--- src/rtl/synch_bin_down_count_pkg.sv ---
// Shared types and default sizing for the loadable down-counter/timer.
package synch_bin_down_count_pkg;

  typedef enum logic {
    IDLE = 1'b0,
    RUN  = 1'b1
  } state_e;

  localparam int unsigned NBITS_DEFAULT    = 4;
  localparam int unsigned PRESCALE_DEFAULT = 4;

endpackage

--- src/rtl/synch_bin_down_count_prescaler.sv ---
// Prescaler for the down-counter: pulses tick_o on every PRESCALE-th enabled cycle.
module synch_prescaler #(
  parameter int unsigned PRESCALE = 4
) (
  input  logic clk_i,
  input  logic rst_ni,
  input  logic clr_i,
  input  logic ena_i,
  output logic tick_o
);

  localparam int unsigned PW = (PRESCALE > 2) ? $clog2(PRESCALE) : 1;
  localparam logic [PW-1:0] LAST = PW'(PRESCALE - 1);

  logic [PW-1:0] cnt_q, cnt_d;

  assign tick_o = ena_i && (cnt_q == LAST);

  always_comb begin
    cnt_d = cnt_q;
    if (clr_i) begin
      cnt_d = '0;
    end else if (tick_o) begin
      cnt_d = '0;
    end else if (ena_i) begin
      cnt_d = cnt_q + PW'(1);
    end
  end

  always_ff @(posedge clk_i or negedge rst_ni) begin
    if (!rst_ni) begin
      cnt_q <= '0;
    end else begin
      cnt_q <= cnt_d;
    end
  end

endmodule

--- src/rtl/synch_bin_down_count.sv ---
// Loadable synchronous down-counter/timer with one-cycle tc pulse and optional auto-reload.
// Optional prescaler enabled by defining SYNCH_BIN_DOWN_COUNT_PRESCALE_EN.
module synch_bin_down_count
  import synch_bin_down_count_pkg::*;
#(
  parameter int unsigned Nbits    = NBITS_DEFAULT,
  parameter int unsigned PRESCALE = PRESCALE_DEFAULT
) (
  input  logic             clk,
  input  logic             rst,
  input  logic             ena,
  input  logic             load,
  input  logic [Nbits-1:0] load_val,
  input  logic             reload,
  output logic [Nbits-1:0] counter,
  output logic             tc,
  output logic             busy
);

  if (PRESCALE < 2) begin : g_prescale_range
    $fatal(1, "PRESCALE must be at least 2");
  end

  state_e           state_q, state_d;
  logic [Nbits-1:0] cnt_q, cnt_d;
  logic [Nbits-1:0] rel_q, rel_d;
  logic             tc_q, tc_d;
  logic             step;

`ifdef SYNCH_BIN_DOWN_COUNT_PRESCALE_EN
  logic presc_ena, presc_clr;

  // Held clear outside RUN so a fresh count always starts a full prescale period.
  assign presc_ena = ena && (state_q == RUN) && !load;
  assign presc_clr = load || (state_q != RUN);

  synch_prescaler #(
    .PRESCALE(PRESCALE)
  ) u_prescaler (
    .clk_i (clk),
    .rst_ni(rst),
    .clr_i (presc_clr),
    .ena_i (presc_ena),
    .tick_o(step)
  );
`else
  assign step = ena;
`endif

  always_comb begin
    state_d = state_q;
    cnt_d   = cnt_q;
    rel_d   = rel_q;
    tc_d    = 1'b0;
    if (load) begin
      cnt_d   = load_val;
      rel_d   = load_val;
      state_d = (load_val != '0) ? RUN : IDLE;
    end else if ((state_q == RUN) && step) begin
      if (cnt_q == Nbits'(1)) begin
        tc_d = 1'b1;
        if (reload) begin
          cnt_d = rel_q;
        end else begin
          cnt_d   = '0;
          state_d = IDLE;
        end
      end else begin
        cnt_d = cnt_q - Nbits'(1);
      end
    end
  end

  always_ff @(posedge clk or negedge rst) begin
    if (!rst) begin
      state_q <= IDLE;
      cnt_q   <= '0;
      rel_q   <= '0;
      tc_q    <= 1'b0;
    end else begin
      state_q <= state_d;
      cnt_q   <= cnt_d;
      rel_q   <= rel_d;
      tc_q    <= tc_d;
    end
  end

  assign counter = cnt_q;
  assign tc      = tc_q;
  assign busy    = (state_q == RUN);

endmodule

--- config.mk ---
export PLATFORM = sky130hd
export DESIGN_NAME = synch_bin_down_count
export DESIGN_NICKNAME = d
export VERILOG_FILES = /design/src/rtl/synch_bin_down_count_pkg.sv /design/src/rtl/synch_bin_down_count_prescaler.sv /design/src/rtl/synch_bin_down_count.sv
export SDC_FILE = /design/constraint.sdc
export NUM_CORES = 1
export LEC_CHECK = 0
export ABC_AREA = 1
export BUFFER_PORTS_ARGS = -buffer_cell sky130_fd_sc_hd__buf_2
export CAP_MARGIN = 30
export CORE_AREA = 2 2 39 41
export DETAILED_ROUTE_END_ITERATION = 10
export DIE_AREA = 0 0 41 43
export PLACE_DENSITY = 0.71
export SLEW_MARGIN = 10
export SYNTH_ARGS = -nofsm -noshare
export SYNTH_HDL_FRONTEND = slang
export SYNTH_HIERARCHICAL = 1
export SYNTH_SLANG_ARGS = --single-unit
--- constraint.sdc ---
create_clock -name clk -period 1.8 [get_ports clk]
set_input_delay 0.27 -clock clk [delete_from_list [all_inputs] [get_ports clk]]
set_output_delay 0.27 -clock clk [all_outputs]
set_load 0.005 [all_outputs]
==> impl_metrics.tcl, run 1 <==
set metrics [dict create \
    ys_seq_elements 10 \
    rsz0062_at_grt "false" \
    port_buffers 14 \
    leakagePower_nw 0.382 \
    crit_path_start_kind "register" \
    critPathMaxFanout 7 \
    hpwl_um 877 \
    ant_nets 0 \
    setup_viol 0 \
    clock_skew_ps 2.17 \
    cap_violations 0 \
    fin_crit_sh_pct 66.2 \
    grtUsageTotal_pct 17.3 \
    hold_class "input pin to register" \
    setup.worst_path.end_class "register" \
    drtIter0Drc 14 \
    syn_area_um2 582 \
    wl_per_cell_um 10.9 \
    yosysWarnings 6 \
    tightestPinTransition_ps 246 \
    clockRootBuffer "clkbuf_4" \
    htree_num_levels 1 \
    timing.final.ws_setup_ps 609 \
    cp.arrival_ps 1350 \
    remaining_drc_errors 0 \
    fp-row-count 14 \
    syn_area_per_cell_um2 7.86 \
    cts_tree "yes" \
    io_pins 15 \
    post-route-util_pct 51.1 \
    vdd_ir_drop_max_uv 390 \
    grt_pass1_wl_um 1970 \
    drive_above_1_share_pct 26.1 \
    via_per_inst 4.74 \
    grt_overflow_total 0 \
    antenna_found_initial 0 \
    synth_fp_nets 85 \
    diodes 0 \
    synthCells 74 \
    cts_sinks 10 \
    area_growth_pct 21.5 \
    routed-via-count 512 \
    insertion_delay_ps 270 \
    hold_violations 0 \
    grt_pass1_vias 477 \
    clock_path_buffers 2 \
    routed_wirelength_um 1180 \
    nNetsFinal 104 \
    max_freq_mhz 839 \
    post-route-min-period_ps 1190 \
    synth_cell_type_count 21 \
    status "completed" \
    pre_cts_slack_ps 597 \
    yosysSeqAreaShare_pct 43.0 \
    worstPathRequired_ps 1960 \
    path_clk_slew_ps 70 \
    dieArea_um2 1760 \
    tns_ps 0 \
    cts_buffers 3 \
    p_per_area_nw_per_um2 892 \
    grt_max_degree 11 \
    slew_violations 0 \
    coreArea_um2 1380 \
    slew_headroom_pct 83.6 \
    die_x_um 41 \
    initial_core_util_pct 42.0 \
    die_h_um 43 \
    firstDrtPassIters 4 \
    crit_type "register to register" \
    gp_congestion 0.785 \
]
## stage by stage
stage / area (um^2) / hold slack [ps] / power (mW) / instances
global placement: 661 / 139 / 0.421 / 103
detailed placement: 661 / 142 / 0.424 / 103
finish: 707 / 237 / 0.631 / 108
CTS: 707 / 238 / 0.636 / 108
floorplan: 582 / -25.6 / 0.373 / 74
global route: 707 / 254 / 0.679 / 108
## per-layer routing
metal	global-route usage (%)	routed length, um
met3	4.71	76
met4	12.0	23
met5	0	0
met2	24.1	522
met1	22.3	557
## power by group
| part | total, mW | internal [mW] | switching (mW) |
|---|---|---|---|
| clock | 0.211 | 0.123 | 0.0877 |
| combinational | 0.149 | 0.0626 | 0.0865 |
| sequential | 0.271 | 0.250 | 0.0209 |
| total | 0.631 | 0.436 | 0.195 |
## area by class of cell
class                   instances  area [um^2]
clock buffers                   4         36.3
fillers                       137          677
inverters                      12         57.6
multi-input cells              51          263
flip-flops and latches         10          250
well taps                      16         20.0
repair buffers                 15         80.1
## synthesized netlist by cell type
cell type   n  area, um^2
o21ai_1     2        10.0
nand4_1     1        6.26
inv_1      10        37.5
nand2_1    18        67.6
nand3_1     5        25.0
xnor2_1     1        8.76
nand3_2     1        10.0
nand3b_1    1        7.51
nand2_4     1        11.3
nand2_2     1        6.26
nor2_1      6        22.5
a31oi_1     1        6.26
o21ai_0     5        25.0
dfrtp_1    10         250
ha_1        2        25.0
inv_2       1        3.75
buf_6       1        11.3
nor3_1      2        10.0
nor2_2      1        6.26
a21oi_1     3        15.0
clkinv_8    1        16.3
## worst paths after layout
kind / from / end / slack, ps / depth (start not counted)
max reg2reg: counter[1] / busy / 610 / 5
max in group asynchronous: rst / counter[3] / 1230 / 2
min: load_val[3] / rel_q[3] / 240 / 3
max: counter[1] / busy / 610 / 5
min reg2reg: rel_q[0] / rel_q[0] / 490 / 2
min in group asynchronous: rst / tc / 380 / 2
## cells in the final DEF, fill, tap and decap left out, types with 2 or more instances in the layout
cell type	Yosys	routed
a21oi_1	3	3
buf_2	0	14
clkbuf_4	0	3
dfrtp_1	10	10
ha_1	2	2
inv_1	10	10
nand2_1	18	18
nand3_1	5	5
nor2_1	6	6
nor3_1	2	2
o21ai_0	5	5
o21ai_1	2	2
## critical path, stage by stage (launching register included)
cell and delay (ps):
dfrtp_1 390, inv_1 110, ha_1 190, nand2_2 120, o21ai_0 190, a21oi_1 80
## logic make-up after synthesis
group / count (synthesis) / share of synthesized area, %
buffers and inverters: 13 / 11.8
AOI/OAI and AO/OA: 11 / 9.68
and+or+nand+nor: 37 / 29.7
xor gates and xnor gates: 1 / 1.51
DFF: 10 / 43.0
adders and majority gates: 2 / 4.30
## what timing repair did
item                                    4_1_cts  5_1_grt
endpoints found under the setup margin        0        0
endpoints found under the hold margin        10        0
hold buffers                                  1        0
gates resized for setup                       0        0
setup buffers                                 0        0
## state kept, by name, indices dropped and copies added (netlist names)
| register | count |
|---|---|
| counter | 4 |
| tc | 1 |
| busy | 1 |
| rel_q | 4 |
No activity file was read; power rests on OpenSTA's default activity.
==> run 2, diff against run 1 <==
==> constraint.sdc (replaced) <==
create_clock -name clk -period 1.1 [get_ports clk]
set_input_delay 0.165 -clock clk [delete_from_list [all_inputs] [get_ports clk]]
set_output_delay 0.165 -clock clk [all_outputs]
set_load 0.005 [all_outputs]
==> run 2 against run 1 <==
Against the previous run: final cell count grew 1.9%; final area grew 12%; clock power rose by 56%; clock skew down 1.9 ps; utilization grew 6.3 points; highest routed layer unchanged; sequential share of layout area fell by 3.6 points; flip-flop and latch count unchanged; routed wire length grew 8.5%; hold slack lost 87 ps.
==> impl_metrics.tcl, run 2 (same netlist as run 1, synthesis figures left out) <==
set metrics [dict create \
    crit_type "register to register" \
    critPathMaxFanout 7 \
    antenna_found_initial 0 \
    firstDrtPassIters 4 \
    power_frac_clock_pct 29.0 \
    grt_overflow_total 0 \
    crit_path_start_kind "register" \
    wl_per_cell_um 11.6 \
    routed_wirelength_um 1280 \
    vdd_ir_drop_max_uv 830 \
    area_growth_pct 36.6 \
    r2r_cells 6 \
    r2r-end "counter[3]" \
    drtIter0Drc 16 \
    seqPwrFrac_pct 40.4 \
    path_clk_slew_ps 70 \
    leakagePower_nw 0.394 \
    hold_ws_ps 150 \
    fin_crit_sh_pct 99.4 \
    slew_violations 0 \
    cts_tree "yes" \
    power.share.combinational_pct 30.6 \
    clockRootBuffer "clkbuf_4" \
    p_int_mw 0.771 \
    postCtsSetupBuffers 0 \
    dieArea_um2 1760 \
    grtUsageTotal_pct 17.9 \
    worstPathRequired_ps 1290 \
    grt_max_degree 11 \
    clock_skew_ps 0.284 \
    clock_path_buffers 2 \
    drive_above_1_share_pct 40.4 \
    final_cell_mix "nand2_1 (18), buf_2 (14), dfrtp_1 (8)" \
    holdPathEnd "rel_q[2]" \
    nNetsFinal 106 \
    cap_violations 0 \
    fillCellCount 132 \
    cp.arrival_ps 1280 \
    gp_congestion 0.840 \
    setup.worst_path.end_class "register" \
    final_common_cell "nand2_1" \
    post-route-min-period_ps 1090 \
    diodes 0 \
    min-delay-start "load_val[2]" \
    rsz0062_at_grt "true" \
    slew_headroom_pct 82.7 \
    remaining_drc_errors 0 \
    p_sw_mw 0.362 \
    hold_violations 0 \
    htree_num_levels 1 \
    die_h_um 43 \
    cts_buffers 3 \
    die_x_um 41 \
    whs_path_depth 3 \
    insertion_delay_ps 260 \
    initial_core_util_pct 42.0 \
    tightestPinTransition_ps 259 \
    setup_viol 0 \
    tns_ps 0 \
    grt_pass1_vias 514 \
    cts_sinks 10 \
    hpwl_um 910 \
    grt_pass1_wl_um 2050 \
    routed-via-count 539 \
    max_freq_mhz 915 \
    ant_nets 0 \
    status "completed" \
    port_buffers 14 \
    via_per_inst 4.90 \
    fp-row-count 14 \
    io_pins 15 \
    coreArea_um2 1380 \
    r2r_slack_ps 7 \
    switching_share_pct 31.9 \
    hold_class "input pin to register" \
    r2r_start "counter[1]" \
    p_per_area_nw_per_um2 1430 \
]
[run 2: cell count changes in the layout (fill, tap and decap cells not counted), moves of 2 or more]
cell	previous run	this run
inv_1	10	7
dfrtp_1	10	8
ha_1	2	0
ha_4	0	2
dfrtp_2	0	2
o21ai_2	0	2
buf_4	0	2
inv_2	1	3
[run 2: how the worst max path moves through the flow]
stage               start         end  slack, ps  cells after the start
2_1_floorplan  counter[1]  counter[1]         30                      7
3_3_place_gp   counter[1]        busy        -20                      5
3_5_place_dp   counter[1]  counter[3]        -80                      6
4_1_cts        counter[1]  counter[2]          7                      7
5_1_grt        counter[1]  counter[1]        -80                      7
6_report       counter[1]  counter[3]          7                      6
[run 2: area by class of cell]
class	count	area, um^2	area share [%]
multi-input combinational	51	328	41.3
sequential	10	253	31.8
timing repair buffer	17	95.1	12.0
inverter	12	62.6	7.87
clock buffer	4	36.3	4.57
tap	16	20.0	2.52
[run 2: metal layers]
layer	part of all wire (%)	global-route usage [%]	wire [um]
met1	41	19.5	530
met3	3.4	1.57	44
met4	1.5	12.0	19
met5	0	0	0
met2	53	30.3	684
[run 2: power by group through the flow]
stage / clock, mW / combinational, mW / sequential (mW)
after floorplan: 0 / 0.161 / 0.449
after global placement: 0 / 0.257 / 0.448
after detailed placement: 0 / 0.263 / 0.450
after CTS: 0.334 / 0.319 / 0.450
after global routing: 0.365 / 0.395 / 0.462
final: 0.329 / 0.347 / 0.458
[run 2: stage by stage]
stage / util [%] / setup WS, ps / cells / area (um^2) / total power [mW]
2_1_floorplan: - / 26.9 / 74 / 582 / 0.611
3_3_place_gp: 48.8 / -24.1 / 105 / 676 / 0.705
3_5_place_dp: 48.8 / -77.5 / 105 / 676 / 0.714
4_1_cts: 55.3 / 7.38 / 110 / 766 / 1.10
5_1_grt: 57.4 / -75.9 / 110 / 795 / 1.22
6_report: 57.4 / 7.01 / 110 / 795 / 1.13
[run 2: timing repair]
| action | 4_1_cts | 5_1_grt |
|---|---|---|
| setup endpoints to repair | 5 | 7 |
| pin swaps | 0 | 5 |
| resized for setup | 11 | 9 |
| hold buffers | 1 | 0 |
| endpoints found under the hold margin | 10 | 0 |
[run 2: critical path, cell delays in order, from the launching register on]
cell,delay (ps)
dfrtp_1,390
inv_2,110
ha_4,180
nand2_8,80
nor2_2,90
nor2_1,50
a21oi_1,120
